<file path="src/rtl/u_dly_coarse_prog.sv">
// Programmable coarse delay line: delays a DW-bit stream by sel*T_UNIT enabled
// clock edges through a clock-enabled register chain, with a select guard window.
//
// state  | meaning
// IDLE   | select stable, outputs track the tap, new loads accepted
// GUARD1 | first cycle after a load, outputs held, loads ignored
// GUARD2 | second cycle after a load, outputs held, loads ignored
module u_dly_coarse_prog #(
  parameter int DW     = 1,
  parameter int SEL_W  = 3,
  parameter int T_UNIT = 60
) (
  input  logic             i_clk,
  input  logic             i_rstn,
  input  logic [DW-1:0]    i_in,
  input  logic             i_en,
  input  logic             i_flush,
  input  logic [SEL_W-1:0] i_sel,
  input  logic             i_sel_load,
  output logic [DW-1:0]    o_out,
  output logic             o_vld,
  output logic [SEL_W-1:0] o_sel_cur,
  output logic             o_busy
);

  localparam int NSTEP = 1 << SEL_W;
  localparam int DEPTH = (NSTEP - 1) * T_UNIT;
  localparam int CW    = $clog2(DEPTH + 2);
  localparam logic [CW-1:0] CNT_MAX = CW'(DEPTH + 1);

  typedef enum logic [1:0] {
    IDLE   = 2'd0,
    GUARD1 = 2'd1,
    GUARD2 = 2'd2
  } state_t;

  state_t           state;
  logic [SEL_W-1:0] sel_cur;
  logic             busy;
  logic             guard;

  logic [DW-1:0]    d [DEPTH];
  logic [CW-1:0]    cnt;
  logic [CW-1:0]    cnt_next;
  logic [CW-1:0]    thr;
  logic [DW-1:0]    tap;
  logic             shift;

  assign guard = (state != IDLE);
  assign shift = i_en && !i_flush;

  // Select FSM; busy is registered alongside the state so it needs no decode.
  always_ff @(posedge i_clk or negedge i_rstn) begin
    if (!i_rstn) begin
      state   <= IDLE;
      sel_cur <= '0;
      busy    <= 1'b0;
    end else begin
      case (state)
        IDLE: begin
          if (i_sel_load) begin
            sel_cur <= i_sel;
            state   <= GUARD1;
            busy    <= 1'b1;
          end
        end
        GUARD1: begin
          state <= GUARD2;
          busy  <= 1'b1;
        end
        GUARD2: begin
          state <= IDLE;
          busy  <= 1'b0;
        end
        default: begin
          state <= IDLE;
          busy  <= 1'b0;
        end
      endcase
    end
  end

  always_ff @(posedge i_clk or negedge i_rstn) begin
    if (!i_rstn) begin
      for (int k = 0; k < DEPTH; k++) d[k] <= '0;
    end else if (i_flush) begin
      for (int k = 0; k < DEPTH; k++) d[k] <= '0;
    end else if (i_en) begin
      d[0] <= i_in;
      for (int k = 1; k < DEPTH; k++) d[k] <= d[k-1];
    end
  end

  // Fill count saturates one above DEPTH so it always exceeds any threshold.
  always_comb begin
    cnt_next = cnt;
    if (i_flush) begin
      cnt_next = '0;
    end else if (shift && (cnt != CNT_MAX)) begin
      cnt_next = cnt + 1'b1;
    end
  end

  always_ff @(posedge i_clk or negedge i_rstn) begin
    if (!i_rstn) begin
      cnt <= '0;
    end else begin
      cnt <= cnt_next;
    end
  end

  assign thr = CW'(sel_cur) * CW'(T_UNIT);

  always_comb begin
    tap = i_in;
    for (int k = 1; k < NSTEP; k++) begin
      if (sel_cur == SEL_W'(k)) tap = d[k*T_UNIT-1];
    end
  end

  always_ff @(posedge i_clk or negedge i_rstn) begin
    if (!i_rstn) begin
      o_out <= '0;
      o_vld <= 1'b0;
    end else if (i_flush) begin
      o_out <= '0;
      o_vld <= 1'b0;
    end else if (!guard) begin
      o_out <= tap;
      o_vld <= (cnt_next > thr);
    end
  end

  assign o_sel_cur = sel_cur;
  assign o_busy    = busy;

endmodule
</file>
<file path="config.mk">
export PLATFORM = sky130hd
export DESIGN_NAME = u_dly_coarse_prog
export DESIGN_NICKNAME = d
export VERILOG_FILES = /design/src/rtl/u_dly_coarse_prog.sv
export SDC_FILE = /design/constraint.sdc
export NUM_CORES = 1
export LEC_CHECK = 0
export CAP_MARGIN = 10
export CORE_ASPECT_RATIO = 0.5
export CORE_MARGIN = 5
export CORE_UTILIZATION = 50
export DETAILED_ROUTE_END_ITERATION = 12
export GPL_ROUTABILITY_DRIVEN = 1
export GPL_TIMING_DRIVEN = 0
export PLACE_DENSITY = 0.66
export SLEW_MARGIN = 5
export SYNTH_ARGS = -nofsm -noshare
export SYNTH_HDL_FRONTEND = slang
export SYNTH_SLANG_ARGS = --single-unit
</file>
<file path="constraint.sdc">
create_clock -name i_clk -period 3.65 [get_ports i_clk]
set_input_delay 0.5475 -clock i_clk [delete_from_list [all_inputs] [get_ports i_clk]]
set_output_delay 0.5475 -clock i_clk [all_outputs]
set_load 0.01 [all_outputs]
</file>
; Yosys cells after proc, flatten, opt, wreduce, memory -nomap -nowiden
; Cells that the tools add are included.
[op_classes]
n_reduce_logical = 7
n_div = 0
eq_ne = 11
multipliers = 1
mux = 19
n_addsub = 1
n_bitwise = 0
magnitude_cmp = 1
shifts = 0
[op_table]
columns = operator, count
row1 = $mux W420, 2
row2 = $mux W9, 2
row3 = $eq A3 B3 Y1 const B, 4
row4 = $mux W1, 12
row5 = $add A9 B1 Y9 const B, 1
row6 = $gt A9 B9 Y1, 1
row7 = $ne A9 B9 Y1 const B, 1
row8 = $mul A3 B4 Y7 const B, 1
row9 = $eq A3 B2 Y1 const B, 2
row10 = $ne A2 B2 Y1 const B, 2
row11 = $pmux W2 S2, 1
row12 = $reduce_bool A2 Y1, 2
row13 = $eq A3 B1 Y1 const B, 1
row14 = $eq A2 B1 Y1 const B, 1
row15 = $logic_and A1 B1 Y1, 2
row16 = $logic_not A2 Y1, 1
row17 = $mux W2, 1
row18 = $pmux W1 S2, 1
row19 = $reduce_and A2 Y1, 1
row20 = $logic_not A1 Y1, 1
[totals]
in_bits = 9
mem_bits_rw = 0
latchBits = 0
rom_bits = 0
reg_bits = 437
n_memories = 0
elab_cells = 466
out_inout_bits = 6

; Longest topological paths before layout
; Gate-level depths: netlist of run 1.
[logic_depth]
ltp_word = 10
mapped_depth = 13
mapped_depth_nobuf = 13

; Worst setup path before layout of run 1
; Ideal clock, no wire load.
[synth_timing]
kind = reg2reg
start = reg sel_cur[0], in the netlist o_sel_cur[0]
end = reg o_vld
arrival_ps = 2789
required_time_ps = 3527
period_less_slack_ps = 2913
n_path_buf = 0
path_slack_ps = 737
setup_ps = 123
path_stages_with_launch = 9
cell_sequence = dfrtp_1 > fa_1 > ha_1 > fa_1 > xor2_1 > ha_1 > a2111oi_0 > a2111o_1 > o21ai_1
[synth_between]
elab_chain_len = 4
[synth_lines]
columns = item, line_no
row1 = start: declaration, 38  ; logic [SEL_W-1:0] sel_cur;
row2 = start signal: assignment, 62  ; sel_cur <= i_sel;
row3 = $mul A3 B4 Y7, 112  ; assign thr = CW'(sel_cur) * CW'(T_UNIT);
row4 = $gt A9 B9 Y1, 130  ; o_vld <= (cnt_next > thr);
row5 = $mux W1, 128  ; end else if (!guard) begin
row6 = $mux W1, 125  ; end else if (i_flush) begin
row7 = end signal: assignment, 130
row8 = end: declaration, 21  ; output logic o_vld,
; Every way passes these cells. The select of a mux whose other input is x is not followed.
; A chain may end at the register's enable or synchronous reset.

; Worst setup path after layout of run 1
[layout_timing]
start = in i_flush
end = reg o_vld
[layout_between]
elab_chain_len = 8
word_cells_on_any_way = 9
cone_classes = 1 x order compare / 1 x eq/ne / 4 x mux / 3 x reduce/logical
[layout_lines]
columns = item, line_no
row1 = start: declaration, 17  ; input logic i_flush,
row2 = $logic_not A1 Y1, 50  ; assign shift = i_en && !i_flush;
row3 = $logic_and A1 B1 Y1, 50
row4 = $logic_and A1 B1 Y1, 99  ; end else if (shift && (cnt != CNT_MAX)) begin
row5 = $mux W9, 99
row6 = $mux W9 *, 97  ; if (i_flush) begin
row7 = named net cnt_next[3], 44  ; logic [CW-1:0] cnt_next;
row8 = $gt A9 B9 Y1 *, 130
row9 = $mux W1 *, 128
row10 = $mux W1 *, 125
; The timed path passes the listed nets; every way through them passes the cells marked *. The select of a mux whose other input is x is not followed.

==> qor.yml, run 1 <==
finish:
  areaGrowthSynthToFinish_pct: 11.7
  final_util_pct: 56.2
  drive_above_1_share_pct: 7.42
  finish.instance_area_mm2: 0.0201
  nNetsFinal: 1568
  diodes: 0
place:
  port_buffers: 13
  place_congestion: 0.758
  hpwl_um: 17900
  postPlaceCellArea_mm2: 0.0188
logic_synthesis:
  synth.distinct_cells: 41
  synthCells: 1480
  yosysTopAreaCell: "dfrtp_1"
  synth_top_area_share_pct: 60.9
  synthTopCellsByArea: "dfrtp_1, mux2i_1, nor2_1, ha_1, buf_2"
  synth_common_cells: "dfrtp_1, nor2_1, mux2i_1"
  async_flop_share_pct: 100
  synth-edff-count: 0
  syn_area_mm2: 0.0180
  synth.avg_cell_area_um2: 12.1
  ys_seq_area_share_pct: 60.9
  synth_ff_type: "dfrtp_1"
  syn_nets: 1510
  ys_seq_elements: 437
  yosysMostFrequentCell: "dfrtp_1"
  yosys_warnings: 0
floorplan:
  rows: 49
  initial_utilization_pct: 50.3
  fp.dieH_um: 144
  core_area_mm2: 0.0357
  dieArea_mm2: 0.0401
  ios: 15
  die_w_um: 278
cts:
  clk_pin_slew_worst_paths_ps: 60
  clock_path_buffers: 3
  cts_setup_buffers: 0
  cts_tree: "built"
  clock_latency_ps: 530
  cts-root-buf: "clkbuf_16"
  cts_resized: 0
  clock-sinks: 437
  cts_hold_buf: 0
  cts_max_level: 2
  cts-buffers-inserted: 40
worst_hold_path:
  hp-class: "primary input to async pin"
timing:
  timing.final.crit_share_pct: 91.3
  worst_pin_slew_ps: 744
  hold_viol: 0
  relSlewSlack_pct: 50.4
  setup_viol: 0
  holdWs_ps: 47.5
  report.final.slew_viol_count: 0
  timing.fmax_mhz: 300
  rsz0062_at_grt: "no"
  finClkSkew_ps: 14.7
  fin_crit_ps: 3330
  setup-tns-final_ps: 0
power_and_ir_drop:
  vdd_drop_max_mv: 0.272
  powerDensity_mw_per_mm2: 481
  cellLeakagePower_nw: 10.5
route:
  drt-total-wl_um: 27800
  drt_drc_violations_left: 0
  ant_nets: 0
  wl_per_cell_um: 13.6
  first_iter_violations: 713
  first_pass_iters: 4
  vias: 10300
  via_per_inst: 5.02
worst_setup_path:
  slowest_stage: "clkbuf_1"
  cpMostUsedCell: "clkbuf_1"
  path_max_fanout: 10
  worstPathRequired_ps: 4100
  crit_path_max_incr_delay_ps: 590
  arrival_ps: 3790
  end_kind: "register"
  crit_chain: "clkdlybuf4s50_1 -> buf_2 -> clkbuf_1 -> clkbuf_1 -> nor2_1 -> ha_1 -> nor2b_1 -> o21a_1 -> o211ai_1 -> a2111o_1 -> o21ai_1"
  crit_type: "primary input to register"
  worst_setup_path_start_kind: "primary input"
global_route:
  grt_pass1_vias: 10800
  track_usage_pct: 14.5
  grt-ovfl-total: 0
  antenna_found_initial: 0
  grt_max_degree: 124
  grt_pass1_wl_um: 49800
run:
  maxCapViolCount: 0
outcome:
  status: "completed"
==> path summary, 6_finish.rpt <==
kind	from	end	slack, ps	depth (start not counted)
worst min-delay path	i_rstn	d[272]	50	1
max in group asynchronous	i_rstn	d[385]	2170	3
worst max register to register	o_sel_cur[2]	o_vld	520	8
worst min register to register	state[1]	state[1]	450	1
worst max-delay path	i_flush	o_vld	320	11
min in group i_clk	state[1]	state[1]	450	1
==> metrics by stage <==
stage                     cells  total power [mW]  setup WS, ps
after detailed placement   1980              5.73          -243
final                      2048              9.65           318
after global routing       2048              10.1           111
after CTS                  2048              9.82           299
after floorplan            1480              5.47           737
after global placement     1977              5.70        -15710
==> report_power, final <==
group	switching (mW)	internal, mW	total, mW
sequential	0.0300	4.86	4.89
combinational	0.454	0.283	0.738
clock	1.71	2.31	4.03
total	2.20	7.46	9.65
==> routing by layer <==
metal	up-vias	track usage [%]	part of all wire, %
met5	-	0	0
met4	0	3.80	2.0
met3	51	2.89	3.0
met2	66	24.9	46
met1	5117	19.3	49
li1	5050	-	-
==> sequential cells by signal (all words and copies together), names as in the netlist <==
signal,flops
o_out,1
o_vld,1
o_sel_cur,3
o_busy,1
state,2
d,420
cnt,9
==> cell type report <==
type                    instances  area [µm²]
clock buffers                  57        1180
multi-input cells             938        6580
repair buffers                 16         218
fillers                      2953       15600
plain buffers                  95         412
well taps                     484         606
flip-flops and latches        437       10900
inverters                      10        37.5
clock inverters                11        93.8
==> critical path, delay by kind of cell <==
kind | cells | cell delay [ps]
buffers and inverters | 4 | 1890
AO/OA/AOI/OAI | 4 | 720
adder cells (fa/ha/maj) | 1 | 320
AND/OR/NAND/NOR | 2 | 290
==> logic make-up (layout without fill, tap and decap cells) <==
group / after synthesis / count (layout) / share of synthesized area, %
fa+ha+maj: 21 / 21 / 1.59
xor+xnor: 8 / 8 / 0.390
compound gates: 19 / 19 / 0.731
flops: 437 / 437 / 60.9
mux: 425 / 425 / 23.8
buf+inv: 105 / 189 / 2.50
simple gates: 465 / 465 / 10.1
==> placed cells by master, fill, tap and decap left out, types with 4 or more instances in the layout <==
| cell | synthesis | routed |
|---|---|---|
| dfrtp_1 | 437 | 437 |
| nor2_1 | 435 | 435 |
| mux2i_1 | 421 | 421 |
| clkbuf_1 | 47 | 54 |
| buf_2 | 44 | 44 |
| clkbuf_16 | 0 | 41 |
| ha_1 | 18 | 18 |
| clkdlybuf4s50_1 | 0 | 12 |
| inv_1 | 10 | 10 |
| clkbuf_8 | 0 | 9 |
| nand2_1 | 8 | 8 |
| clkinv_2 | 0 | 8 |
| a21oi_1 | 5 | 5 |
| xor2_1 | 5 | 5 |
| buf_1 | 4 | 4 |
Note: power is estimated with default switching activity, not from simulation.
==> run 2, diff against run 1 <==
--- a/config.mk
+++ b/config.mk
@@ -5,14 +5,13 @@
 export SDC_FILE = /design/constraint.sdc
 export NUM_CORES = 1
 export LEC_CHECK = 0
-export CAP_MARGIN = 10
 export CORE_ASPECT_RATIO = 0.5
 export CORE_MARGIN = 5
 export CORE_UTILIZATION = 50
 export DETAILED_ROUTE_END_ITERATION = 12
 export GPL_ROUTABILITY_DRIVEN = 1
 export GPL_TIMING_DRIVEN = 0
-export PLACE_DENSITY = 0.66
+export PLACE_DENSITY = 0.68
 export SLEW_MARGIN = 5
 export SYNTH_ARGS = -nofsm -noshare
 export SYNTH_HDL_FRONTEND = slang
==> constraint.sdc (replaced) <==
create_clock -name i_clk -period 2.96 [get_ports i_clk]
set_input_delay 0.444 -clock i_clk [delete_from_list [all_inputs] [get_ports i_clk]]
set_output_delay 0.444 -clock i_clk [all_outputs]
set_load 0.01 [all_outputs]
==> qor.yml, run 2 (synthesis gave the netlist of run 1 again) <==
timing:
  report.final.slew_viol_count: 0
  hold_viol: 0
  finClkSkew_ps: 13.9
  timing.fmax_mhz: 352
  worst_pin_slew_ps: 727
  relSlewSlack_pct: 51.5
  setup-tns-final_ps: 0
  rsz0062_at_grt: "no"
  timing.final.crit_share_pct: 96.1
  fin_crit_ps: 2840
  setup_viol: 0
  worst_slack_ps: 117
  holdWs_ps: 458
worst_setup_path:
  regToRegSetupSlack_ps: 120
  r2r_start: "o_sel_cur[0]"
  crit_path_end: "o_vld"
  path_max_fanout: 3
  critPathLaunch: "o_sel_cur[0]"
  crit_type: "register to register"
  rr_endpoint: "o_vld"
  worst_setup_path_start_kind: "register"
  arrival_ps: 3250
  end_kind: "register"
  worstPathRequired_ps: 3360
  ff2ff_path_depth: 8
route:
  drt-total-wl_um: 27800
  drt_drc_violations_left: 0
  first_iter_violations: 613
  vias: 10300
  ant_nets: 0
  wl_per_cell_um: 13.6
  via_per_inst: 5.03
  first_pass_iters: 5
cts:
  cts_max_level: 2
  cts-buffers-inserted: 40
  cts_tree: "built"
  clock-sinks: 437
  clk_pin_slew_worst_paths_ps: 60
  clock_path_buffers: 3
  cts-root-buf: "clkbuf_16"
  clock_latency_ps: 520
global_route:
  grt_max_degree: 124
  antenna_found_initial: 0
  grt_pass1_vias: 10900
  grt-ovfl-total: 0
  grt_pass1_wl_um: 50500
  track_usage_pct: 14.6
floorplan:
  die_w_um: 278
  initial_utilization_pct: 50.3
  ios: 15
  fp.dieH_um: 144
  dieArea_mm2: 0.0401
  rows: 49
  core_area_mm2: 0.0357
place:
  hpwl_um: 17800
  place_congestion: 0.725
  port_buffers: 13
  placed_cells: 1980
  postPlaceCellArea_mm2: 0.0188
  pre_cts_ws_ps: -715
power_and_ir_drop:
  cellLeakagePower_nw: 10.5
  vdd_drop_max_mv: 0.345
  totalPowerFinal_mw: 12.1
  powerDensity_mw_per_mm2: 599
finish:
  largest_reg_flops: 420
  top_register: "d"
  areaGrowthSynthToFinish_pct: 12.1
  final_util_pct: 56.4
  finish.instance_area_mm2: 0.0201
  diodes: 0
  instances_no_fill: 2052
  fill_cells: 2913
  layout_common_cells: "nor2_1, dfrtp_1, mux2i_1"
  nNetsFinal: 1571
  final_common_cell: "nor2_1"
  drive_above_1_share_pct: 8.04
run:
  maxCapViolCount: 0
worst_hold_path:
  hp-class: "register to register"
outcome:
  status: "completed"
-- run 2: cell count changes in the layout (fill, tap and decap cells not counted), moves of 2 or more --
| cell | delta |
|---|---|
| buf_4 | +3 |
| clkbuf_8 | +2 |
| clkinv_2 | -2 |
| dfrtp_1 | -3 |
| dfrtp_2 | +3 |
-- run 2: repair_timing --
item / in CTS / in global routing
pin swaps: 0 / 2
setup buffers: 2 / 1
resized for setup: 6 / 2
hold endpoints to repair: 94 / 0
hold buffers: 1 / 0
setup endpoints to repair: 1 / 1
-- run 2: routing by layer --
| metal | up-vias | GRT usage (%) | part of all wire, % |
|---|---|---|---|
| li1 | 5035 | - | - |
| met5 | - | 0 | 0 |
| met4 | 0 | 3.61 | 1.9 |
| met1 | 5157 | 20.0 | 48 |
| met3 | 44 | 2.74 | 3.0 |
| met2 | 86 | 24.7 | 47 |
-- run 2: worst max-delay path, cell delays in order, from the launching register on --
cell and delay (ps):
dfrtp_2 430, fa_2 500, ha_2 210, fa_1 450, xor2_1 170, ha_1 320
a2111oi_1 390, a2111o_1 200, o21ai_1 60
-- run 2: layout make-up --
cell class	count	area [µm²]	area share [%]
clock buffers	60	1210	6.00
flip-flops and latches	437	10900	54.3
repair buffers	20	250	1.24
plain buffers	94	409	2.03
inverters	10	37.5	0.186
well taps	484	606	3.01
clock inverters	9	97.6	0.485
multi-input cells	938	6590	32.7
-- run 2: worst min path at each step --
stage,slack [ps],start,end,depth (start not counted)
floorplan,150,i_rstn,cnt[0],0
global placement,430,state[1],state[1],1
detailed placement,460,state[1],state[1],1
CTS,450,i_sel[0],o_sel_cur[0],3
global route,480,state[1],state[1],1
finish,460,state[1],state[1],1
-- run 2: report_power, final --
part	total (mW)	internal [mW]	switching, mW
logic	0.957	0.375	0.582
registers	6.02	6.00	0.0233
clock network	5.09	2.99	2.11
==> run 3, diff against run 2 <==
--- a/config.mk
+++ b/config.mk
@@ -5,13 +5,15 @@
 export SDC_FILE = /design/constraint.sdc
 export NUM_CORES = 1
 export LEC_CHECK = 0
+export ABC_AREA = 1
 export CORE_ASPECT_RATIO = 0.5
 export CORE_MARGIN = 5
-export CORE_UTILIZATION = 50
+export CORE_UTILIZATION = 55
 export DETAILED_ROUTE_END_ITERATION = 12
 export GPL_ROUTABILITY_DRIVEN = 1
 export GPL_TIMING_DRIVEN = 0
-export PLACE_DENSITY = 0.68
+export PLACE_DENSITY = 0.74
+export SKIP_CTS_REPAIR_TIMING = 1
 export SLEW_MARGIN = 5
 export SYNTH_ARGS = -nofsm -noshare
 export SYNTH_HDL_FRONTEND = slang
==> qor.yml, run 3 <==
finish:
  diodes: 0
  final_common_cell: "inv_1"
  drive_above_1_share_pct: 10.6
  instances_no_fill: 2018
  layout_common_cells: "inv_1, dfrtp_1, o22ai_1"
  areaGrowthSynthToFinish_pct: 11.8
  fill_cells: 2245
  top_register: "d"
  largest_reg_flops: 420
  nNetsFinal: 1624
global_route:
  track_usage_pct: 17.1
  grt_pass1_vias: 10900
  antenna_found_initial: 0
  grt_pass1_wl_um: 50300
  grt_max_degree: 124
  grt-ovfl-total: 0
logic_synthesis:
  yosysMostFrequentCell: "inv_1"
  synth.avg_cell_area_um2: 11.0
  ys_seq_area_share_pct: 65.0
  syn_nets: 1559
  synth_top_area_share_pct: 65.0
  yosysTopAreaCell: "dfrtp_1"
  synthTopCellsByArea: "dfrtp_1, o22ai_1, inv_1, buf_6, ha_1"
  synth_ff_type: "dfrtp_1"
  async_flop_share_pct: 100
  synth.distinct_cells: 30
  ys_seq_elements: 437
  synth-edff-count: 0
  synthCells: 1529
  syn_area_mm2: 0.0168
  synth_common_cells: "inv_1, dfrtp_1, o22ai_1"
  yosys_warnings: 0
floorplan:
  rows: 45
  initial_utilization_pct: 55.6
  core_area_mm2: 0.0302
  dieArea_mm2: 0.0344
  fp.dieH_um: 134
  die_w_um: 257
  ios: 15
timing:
  timing.final.crit_share_pct: 96.7
  relSlewSlack_pct: 55.0
  fin_crit_ps: 2860
  holdWs_ps: 467
  timing.fmax_mhz: 349
  report.final.slew_viol_count: 0
  worst_pin_slew_ps: 674
  rsz0062_at_grt: "no"
  finClkSkew_ps: 14.3
  setup_viol: 0
  hold_viol: 0
place:
  place_congestion: 0.774
  hpwl_um: 18400
  placed_cells: 1945
  port_buffers: 14
cts:
  clk_pin_slew_worst_paths_ps: 70
  clock_path_buffers: 3
  clock-sinks: 437
  cts_max_level: 2
  cts_tree: "built"
  cts-root-buf: "clkbuf_16"
  cts-buffers-inserted: 38
  clock_latency_ps: 530
worst_hold_path:
  hp-start: "state[1]"
  hp-class: "register to register"
worst_setup_path:
  critPathLaunch: "o_sel_cur[1]"
  worst_setup_path_start_kind: "register"
  path_max_fanout: 5
  end_kind: "register"
  arrival_ps: 3280
  crit_type: "register to register"
  worstPathRequired_ps: 3380
  r2r_start: "o_sel_cur[1]"
route:
  drt-total-wl_um: 28800
  wl_per_cell_um: 14.3
  first_pass_iters: 5
  drt_drc_violations_left: 0
  vias: 10600
  first_iter_violations: 761
  ant_nets: 0
  via_per_inst: 5.26
power_and_ir_drop:
  cellLeakagePower_nw: 8.22
  vdd_drop_max_mv: 0.333
  powerDensity_mw_per_mm2: 624
run:
  maxCapViolCount: 0
outcome:
  status: "completed"
## run 3: cell count changes after synthesis, moves of 7 or more
| cell | delta |
|---|---|
| a21oi_1 | +7 |
| buf_6 | +44 |
| clkbuf_1 | -46 |
| inv_1 | +440 |
| mux2i_1 | -421 |
| nand2_1 | +30 |
| nor2_1 | -422 |
| o21ai_0 | +10 |
| o22ai_1 | +420 |
## run 3: worst max-delay path: stages, from the launching register on
cell     delay (ps)
dfrtp_2         460
fa_2            500
ha_1            240
fa_1            470
inv_1            80
o21ai_0          70
a21oi_1         170
ha_1            290
a21oi_1         140
o21a_1          140
a21oi_1          60
nand2_1          70
nand2_1          50
## run 3: layer usage
layer,vias up,global-route usage (%),part of all wire (%)
met5,-,0,0
met4,0,5.18,2.2
met3,59,2.97,2.8
met2,134,29.0,49
met1,5259,22.9,46
li1,5166,-,-
## run 3: final timing paths
| path | to | slack, ps | cells after the start |
|---|---|---|---|
| setup / recovery | o_vld | 100 | 12 |
| hold reg to reg | o_busy | 470 | 1 |
| max in group asynchronous | d[67] | 990 | 4 |
| setup reg to reg | o_vld | 100 | 12 |
| min in group asynchronous | d[153] | 490 | 2 |
| hold / removal | o_busy | 470 | 1 |
## run 3: cells by family after synthesis
family / share of synthesized area (%)
AO/OA/AOI/OAI: 16.5
XOR/XNOR: 0.208
adder cells (fa/ha/maj): 1.70
buffers and inverters: 14.6
flip-flops: 65.0
AND/OR/NAND/NOR: 1.96
## run 3: stage by stage
step	setup TNS, ps	power [mW]	cell area (µm²)	utilization [%]	setup WS [ps]
5_1_grt	0	12.2	18800	62.2	6.10
6_report	0	11.7	18800	62.2	97.7
3_3_place_gp	-6928330	6.95	17500	57.7	-15890
4_1_cts	-58.9	11.8	18700	61.9	-58.9
2_1_floorplan	0	6.67	16800	-	237
3_5_place_dp	-14.0	7.00	17500	58.0	-14.0
## run 3: final cells by class
type / instances / area, µm² / area share (%)
flip-flops and latches: 437 / 10900 / 58.2
repair buffers: 25 / 290 / 1.54
well taps: 399 / 499 / 2.66
plain buffers: 92 / 744 / 3.96
inverters: 454 / 1700 / 9.06
clock inverters: 12 / 120 / 0.639
multi-input cells: 546 / 3440 / 18.3
clock buffers: 53 / 1070 / 5.68
## run 3: power by group
part	internal, mW	switching, mW	leakage, nW
sequential	6.00	0.0315	6.09
clock	2.70	2.07	0.586
combinational	0.346	0.580	1.55
